**src/rtl/serial_cmp_pkg.sv**
```systemverilog
// Shared definitions for the bit-serial compare sequencer: state encoding,
// the default operand width and a small one-hot check helper.
package serial_cmp_pkg;

  localparam int DEFAULT_WIDTH = 32;

  typedef enum logic [2:0] {
    IDLE   = 3'd0,
    CLEAR  = 3'd1,
    SHIFT  = 3'd2,
    SETTLE = 3'd3,
    DONE   = 3'd4
  } state_t;

  function automatic logic is_onehot3(input logic l, input logic e, input logic g);
    return (l & ~e & ~g) | (~l & e & ~g) | (~l & ~e & g);
  endfunction

endpackage

```
**src/rtl/operand_piso.sv**
```systemverilog
// Parallel-in / serial-out operand register; emits bit 0 first and shifts
// right, so the operand leaves LSB-first.
module operand_piso #(
  parameter int WIDTH = 32
) (
  input  logic             clk,
  input  logic             rst,
  input  logic             load,
  input  logic             shift,
  input  logic [WIDTH-1:0] par_in,
  output logic             ser_out
);

  logic [WIDTH-1:0] sr_q, sr_d;

  always_comb begin
    sr_d = sr_q;
    if (load) begin
      sr_d = par_in;
    end else if (shift) begin
      sr_d = {1'b0, sr_q[WIDTH-1:1]};
    end
  end

  always_ff @(posedge clk) begin
    if (!rst) begin
      sr_q <= '0;
    end else begin
      sr_q <= sr_d;
    end
  end

  assign ser_out = sr_q[0];

endmodule

```
**src/rtl/serial_compare_ctrl.sv**
```systemverilog
// Sequencer for an external bit-serial unsigned comparator: takes an operand
// pair, streams it LSB-first, then captures and hands back L/E/G.
module serial_compare_ctrl
  import serial_cmp_pkg::*;
#(
  parameter int WIDTH = DEFAULT_WIDTH,
  parameter int CNT_W = $clog2(WIDTH)
) (
  input  logic             clk,
  input  logic             rst,
  input  logic             in_valid,
  output logic             in_ready,
  input  logic [WIDTH-1:0] in_a,
  input  logic [WIDTH-1:0] in_b,
  input  logic             in_signed,
  output logic             cmp_clr,
  output logic             cmp_en,
  output logic             ser_a,
  output logic             ser_b,
  input  logic             cmp_L,
  input  logic             cmp_E,
  input  logic             cmp_G,
  output logic             out_valid,
  input  logic             out_ready,
  output logic             out_L,
  output logic             out_E,
  output logic             out_G,
  output logic             out_err,
  output logic             busy
);

  state_t           state_q, state_d;
  logic [CNT_W-1:0] cnt_q, cnt_d;
  logic             out_l_q, out_l_d;
  logic             out_e_q, out_e_d;
  logic             out_g_q, out_g_d;
  logic             out_err_q, out_err_d;
  logic             load, shift;
  logic [WIDTH-1:0] load_a, load_b;
  logic             bit_a, bit_b;

  // Flipping the MSB maps two's-complement order onto unsigned order.
  always_comb begin
    load_a            = in_a;
    load_b            = in_b;
    load_a[WIDTH-1]   = in_a[WIDTH-1] ^ in_signed;
    load_b[WIDTH-1]   = in_b[WIDTH-1] ^ in_signed;
  end

  always_comb begin
    state_d   = state_q;
    cnt_d     = cnt_q;
    out_l_d   = out_l_q;
    out_e_d   = out_e_q;
    out_g_d   = out_g_q;
    out_err_d = out_err_q;
    load      = 1'b0;
    shift     = 1'b0;
    unique case (state_q)
      IDLE: begin
        if (in_valid) begin
          load    = 1'b1;
          state_d = CLEAR;
        end
      end
      CLEAR: begin
        cnt_d   = '0;
        state_d = SHIFT;
      end
      SHIFT: begin
        shift = 1'b1;
        cnt_d = cnt_q + CNT_W'(1);
        if (cnt_q == CNT_W'(WIDTH - 1)) begin
          state_d = SETTLE;
        end
      end
      SETTLE: begin
        out_l_d   = cmp_L;
        out_e_d   = cmp_E;
        out_g_d   = cmp_G;
        out_err_d = ~is_onehot3(cmp_L, cmp_E, cmp_G);
        state_d   = DONE;
      end
      DONE: begin
        if (out_ready) begin
          state_d = IDLE;
        end
      end
      default: state_d = IDLE;
    endcase
  end

  always_ff @(posedge clk) begin
    if (!rst) begin
      state_q   <= IDLE;
      cnt_q     <= '0;
      out_l_q   <= 1'b0;
      out_e_q   <= 1'b0;
      out_g_q   <= 1'b0;
      out_err_q <= 1'b0;
    end else begin
      state_q   <= state_d;
      cnt_q     <= cnt_d;
      out_l_q   <= out_l_d;
      out_e_q   <= out_e_d;
      out_g_q   <= out_g_d;
      out_err_q <= out_err_d;
    end
  end

  operand_piso #(.WIDTH(WIDTH)) u_piso_a (
    .clk(clk), .rst(rst), .load(load), .shift(shift), .par_in(load_a), .ser_out(bit_a)
  );

  operand_piso #(.WIDTH(WIDTH)) u_piso_b (
    .clk(clk), .rst(rst), .load(load), .shift(shift), .par_in(load_b), .ser_out(bit_b)
  );

  // Gating cmp_en with rst keeps it disjoint from the reset-forced clear.
  assign in_ready  = (state_q == IDLE);
  assign busy      = (state_q != IDLE);
  assign out_valid = (state_q == DONE);
  assign cmp_clr   = ~rst | (state_q == CLEAR);
  assign cmp_en    = rst & (state_q == SHIFT);
  assign ser_a     = cmp_en & bit_a;
  assign ser_b     = cmp_en & bit_b;
  assign out_L     = out_l_q;
  assign out_E     = out_e_q;
  assign out_G     = out_g_q;
  assign out_err   = out_err_q;

endmodule

```
**config.mk**
```make
export PLATFORM = sky130hd
export DESIGN_NAME = serial_compare_ctrl
export DESIGN_NICKNAME = d
export VERILOG_FILES = /design/src/rtl/serial_cmp_pkg.sv /design/src/rtl/operand_piso.sv /design/src/rtl/serial_compare_ctrl.sv
export SDC_FILE = /design/constraint.sdc
export NUM_CORES = 1
export LEC_CHECK = 0
export CORE_ASPECT_RATIO = 0.7
export CORE_MARGIN = 2
export CORE_UTILIZATION = 45
export CTS_CLUSTER_SIZE = 24
export DETAILED_ROUTE_END_ITERATION = 8
export GPL_TIMING_DRIVEN = 0
export PLACE_DENSITY = 0.74
export SYNTH_ARGS = -nofsm -noshare
export SYNTH_HDL_FRONTEND = slang
export SYNTH_SLANG_ARGS = --single-unit
```
**constraint.sdc**
```tcl
create_clock -name clk -period 4 [get_ports clk]
set_input_delay 1.2 -clock clk [delete_from_list [all_inputs] [get_ports clk]]
set_output_delay 1.2 -clock clk [all_outputs]
set_load 0.005 [all_outputs]
```
-- Word-level counts from Yosys, hierarchy flattened
Index checks and enable logic that the tools add are counted.
- register bits after elaboration: 76
- eq/ne operators: 8
- $add $sub $neg: 1
- bitwise gates (word level): 19
- mux-type cells: 12
- reduce and logical (&&, ||, !) cells: 5
- operators by type and width (operator ; number):
    $mux W32 ; 4
    $pmux W3 S5 ; 1
    $pmux W5 S2 ; 1
    $and A1 B1 Y1 ; 9
    $mux W3 ; 3
    $eq A3 B2 Y1 const B ; 2
    $add A5 B1 Y5 const B ; 1
    $eq A5 B5 Y1 const B ; 1
    $not A1 Y1 ; 5
    $ne A2 B2 Y1 const B ; 2
    $reduce_bool A2 Y1 ; 2
    $eq A3 B1 Y1 const B ; 1
    $eq A3 B3 Y1 const B ; 1
    $logic_not A3 Y1 ; 1
    $mux W1 ; 3
    $or A1 B1 Y1 ; 3
    $reduce_and A3 Y1 ; 1
    $reduce_bool A3 Y1 ; 1
    $ne A2 B1 Y1 const B ; 1
    $xor A1 B1 Y1 ; 2

-- Logic depth before layout (Yosys ltp)
- depth after elaboration: 6
- gate-level depth with buffers: 6

-- Cells and area by module
From an unflattened synthesis, not the netlist that was laid out.
- cells, all modules: 366
- area, all modules: 4269.1 um^2
- by module, submodules not included (module ; sequential area each (um^2) ; cells each ; times used ; area an instance (um^2)):
    operand_piso ; 640.6 ; 141 ; 2 ; 1749.2
    serial_compare_ctrl ; 240.2 ; 84 ; 1 ; 770.7

-- Least setup slack after synthesis
Ideal clock, no wire load.
- path type: input-to-output
- start: input port rst
- end: output port cmp_en
- data required time: 2.800 ns
- path buffers: 2
- data arrival time: 2.024 ns
- path slack: 0.776 ns
- cell stages on the path: 4
- path through: clkbuf_1 clkinv_1 buf_1 nor2_1
- cells in the longest elaborated chain, start to end: 1
- ends and longest elaborated chain (what ; RTL line ; source):
    start: declaration ; serial_compare_ctrl.sv:10 ; input logic rst,
    $and A1 B1 Y1 ; serial_compare_ctrl.sv:124 ; assign cmp_en = rst & (state_q == SHIFT);
    end: declaration ; serial_compare_ctrl.sv:17 ; output logic cmp_en,
Every way passes these cells.

-- Worst setup path after layout
Same ends and word-level chain as after synthesis.

==> flow_summary.ini <==
[yosys]
synth-seq-area-share = 0.461
synth_nets = 447
syn_area_mm2 = 0.00330
syn_inst = 373
yosys_register_bits = 76
postSynthAreaPerCell_um2 = 8.85
yosysWarningCount = 0
synth_cell_types = 40

[clock_tree]
cts-buffers-inserted = 9
cts_root_buf = clkbuf_8
h-tree-depth = 3
insertion_delay_ns = 0.35
post_cts_buffers = 0
cts.clk_slew.worst_paths_ns = 0.08
clk_path_buf_depth = 2
cts_tree = yes
cts_sinks = 76

[global_route]
grt.overflow.total = 0
antenna_found_initial = 0
grt_usage = 0.216
grt_max_degree = 14
grt_pass1_vias = 3008
grt_pass1_wl_mm = 13.8

[routing]
ant_nets = 0
drt_iter0_drc = 158
drc = 0
drt_pass1_iterations = 4
vias = 3130
wl_per_cell_um = 14.7
vias_per_cell = 5.52
route.met2.wl_mm = 3.66
highest_layer = met4
wl_met1_mm = 4.09
wl_met3_um = 462
wl_mm = 8.32

[setup_path]
crit_path_end_kind = primary output
slowest_delay_ns = 0.51
critPathSlowestCell = clkdlybuf4s50_1
cp_max_fo = 10
arrival_ns = 2.64
worstSetupStartpointType = primary input
critPathKind = primary input to primary output
path_cells = clkbuf_2 -> clkinv_1 -> clkbuf_2 -> nor2_1 -> clkdlybuf4s50_1
cp_data_required_time_ns = 2.80
path_common_cell = clkbuf_2

[floorplan]
core_mm2 = 0.00719
placementRows = 26
die_x_um = 106
die-area_mm2 = 0.00804
initial_core_util = 0.459
io_pins = 83
die_y_um = 75.6

[timing]
setup_ws_ns = 0.163
tns_ns = 0
fin_crit_sh = 0.959
timing.fmax_mhz = 261
rsz0062_at_grt = false
finalCriticalPeriod_ns = 3.84
fin_worst_skew_ns = 0.00956
final_max_slew_viol_count = 0
relSlewSlack = 0.669
worstMarginPinSlew_ns = 0.495
setup_viol = 0
hold_viol_final = 0

[final_layout]
finish.instance_area_mm2 = 0.00445
fin_nets = 539
drive_above_1_share = 0.0938
mostFrequentLayoutCells = clkdlybuf4s50_1, dfxtp_1, nand2_1, nand3_1, o221ai_1
antenna_cells = 0
synthToLayoutAreaGrowth_pct = 34.9
layout_commonest_cell = clkdlybuf4s50_1

[min_path]
min_path_type = register to register

[placement]
place_ws_ns = -0.197
hpwl_mm = 6.05
port_buffers = 81
gp_congestion = 0.802
place_area_mm2 = 0.00423

[power]
ir_drop_uv = 198
leakagePower_uw = 0.00157
power_density_mw_per_mm2 = 408
p_total_uw = 1820

[run]
maxCapViolCount = 0

[run_status]
status = completed
==> worst max-delay path, delay by kind of cell <==
kind                   cells  cell delay, ns
and+or+nand+nor            1            0.15
buffers and inverters      4            1.29
==> cell type report <==
cell class / count / area [µm²]
clock inverters: 6 / 90.1
clock buffers: 9 / 124
repair buffers: 81 / 811
inverters: 4 / 15.0
fillers: 645 / 2740
flip-flops and latches: 76 / 1520
multi-input cells: 253 / 1550
well taps: 98 / 123
plain buffers: 40 / 215
==> worst paths after layout <==
check	from	endpoint	slack, ns	depth (start not counted)
max	rst	cmp_en	0.16	5
min reg2reg	u_piso_a.sr_q[0]	u_piso_a.sr_q[0]	0.47	2
min	u_piso_a.sr_q[0]	u_piso_a.sr_q[0]	0.47	2
max reg2reg	state_q[1]	u_piso_a.sr_q[13]	2.33	6
==> kinds of logic (layout without fill, tap and decap cells) <==
logic type | Yosys count | count (layout) | synth area share
AO/OA/AOI/OAI | 80 | 80 | 0.200
XOR/XNOR | 4 | 4 | 0.0106
adder cells (fa/ha/maj) | 2 | 2 | 0.00758
buffers and inverters | 44 | 140 | 0.0690
flip-flops | 76 | 76 | 0.461
multiplexers | 5 | 5 | 0.0155
AND/OR/NAND/NOR | 162 | 162 | 0.236
==> metrics by stage <==
step / std cells / hold WS [ns] / utilization
floorplan: 373 / 0.443 / -
global placement: 552 / 0.448 / 0.589
detailed placement: 552 / 0.461 / 0.589
CTS: 567 / 0.472 / 0.619
global route: 567 / 0.492 / 0.619
finish: 567 / 0.470 / 0.619
==> routing by layer <==
| layer | global-route usage | up-vias |
|---|---|---|
| met1 | 0.290 | 1454 |
| met5 | 0 | - |
| met3 | 0.0624 | 12 |
| li1 | - | 1579 |
| met4 | 0.0541 | 0 |
| met2 | 0.351 | 85 |
==> what timing repair did <==
action	in CTS	in global routing
setup endpoints to repair	1	1
endpoints found under the hold margin	0	0
hold buffers	0	0
resized for setup	1	1
==> synthesized netlist by cell type, drive strengths merged <==
library cell,count,share of area
a211o,1,0.0027
a211oi,2,0.0045
a21oi,10,0.015
a22oi,2,0.0045
a31oi,3,0.0057
and3,3,0.0057
buf,24,0.046
clkbuf,16,0.018
clkinv,1,0.0011
dfxtp,76,0.46
ha,2,0.0076
inv,3,0.0034
mux2,1,0.0034
mux2i,4,0.012
nand2,69,0.081
nand2b,2,0.0038
nand3,68,0.10
nand3b,1,0.0023
nand4,1,0.0019
nor2,7,0.0080
nor3,1,0.0015
nor3b,3,0.0083
nor4,1,0.0019
nor4b,2,0.0072
nor4bb,1,0.0030
o211ai,2,0.0045
o21bai,1,0.0023
o221ai,58,0.16
o32ai,1,0.0027
or3,1,0.0019
or3b,1,0.0027
or4b,1,0.0042
xnor2,3,0.0080
xor2,1,0.0027
==> state kept, by name (all words and copies together), names as in the netlist <==
signal	cells
state_q	3
out_E	1
u_piso_b.sr_q	32
u_piso_a.sr_q	32
out_L	1
out_err	1
out_G	1
cnt_q	5
==> power breakdown <==
| group | total, µW | switching (µW) | leakage [µW] | internal [µW] |
|---|---|---|---|---|
| Clock | 629 | 280 | 0.000105 | 349 |
| Combinational | 347 | 182 | 0.000843 | 165 |
| Sequential | 841 | 19.6 | 0.000623 | 822 |
| Total | 1820 | 481 | 0.00157 | 1340 |
(Power assumes the default switching activity.)
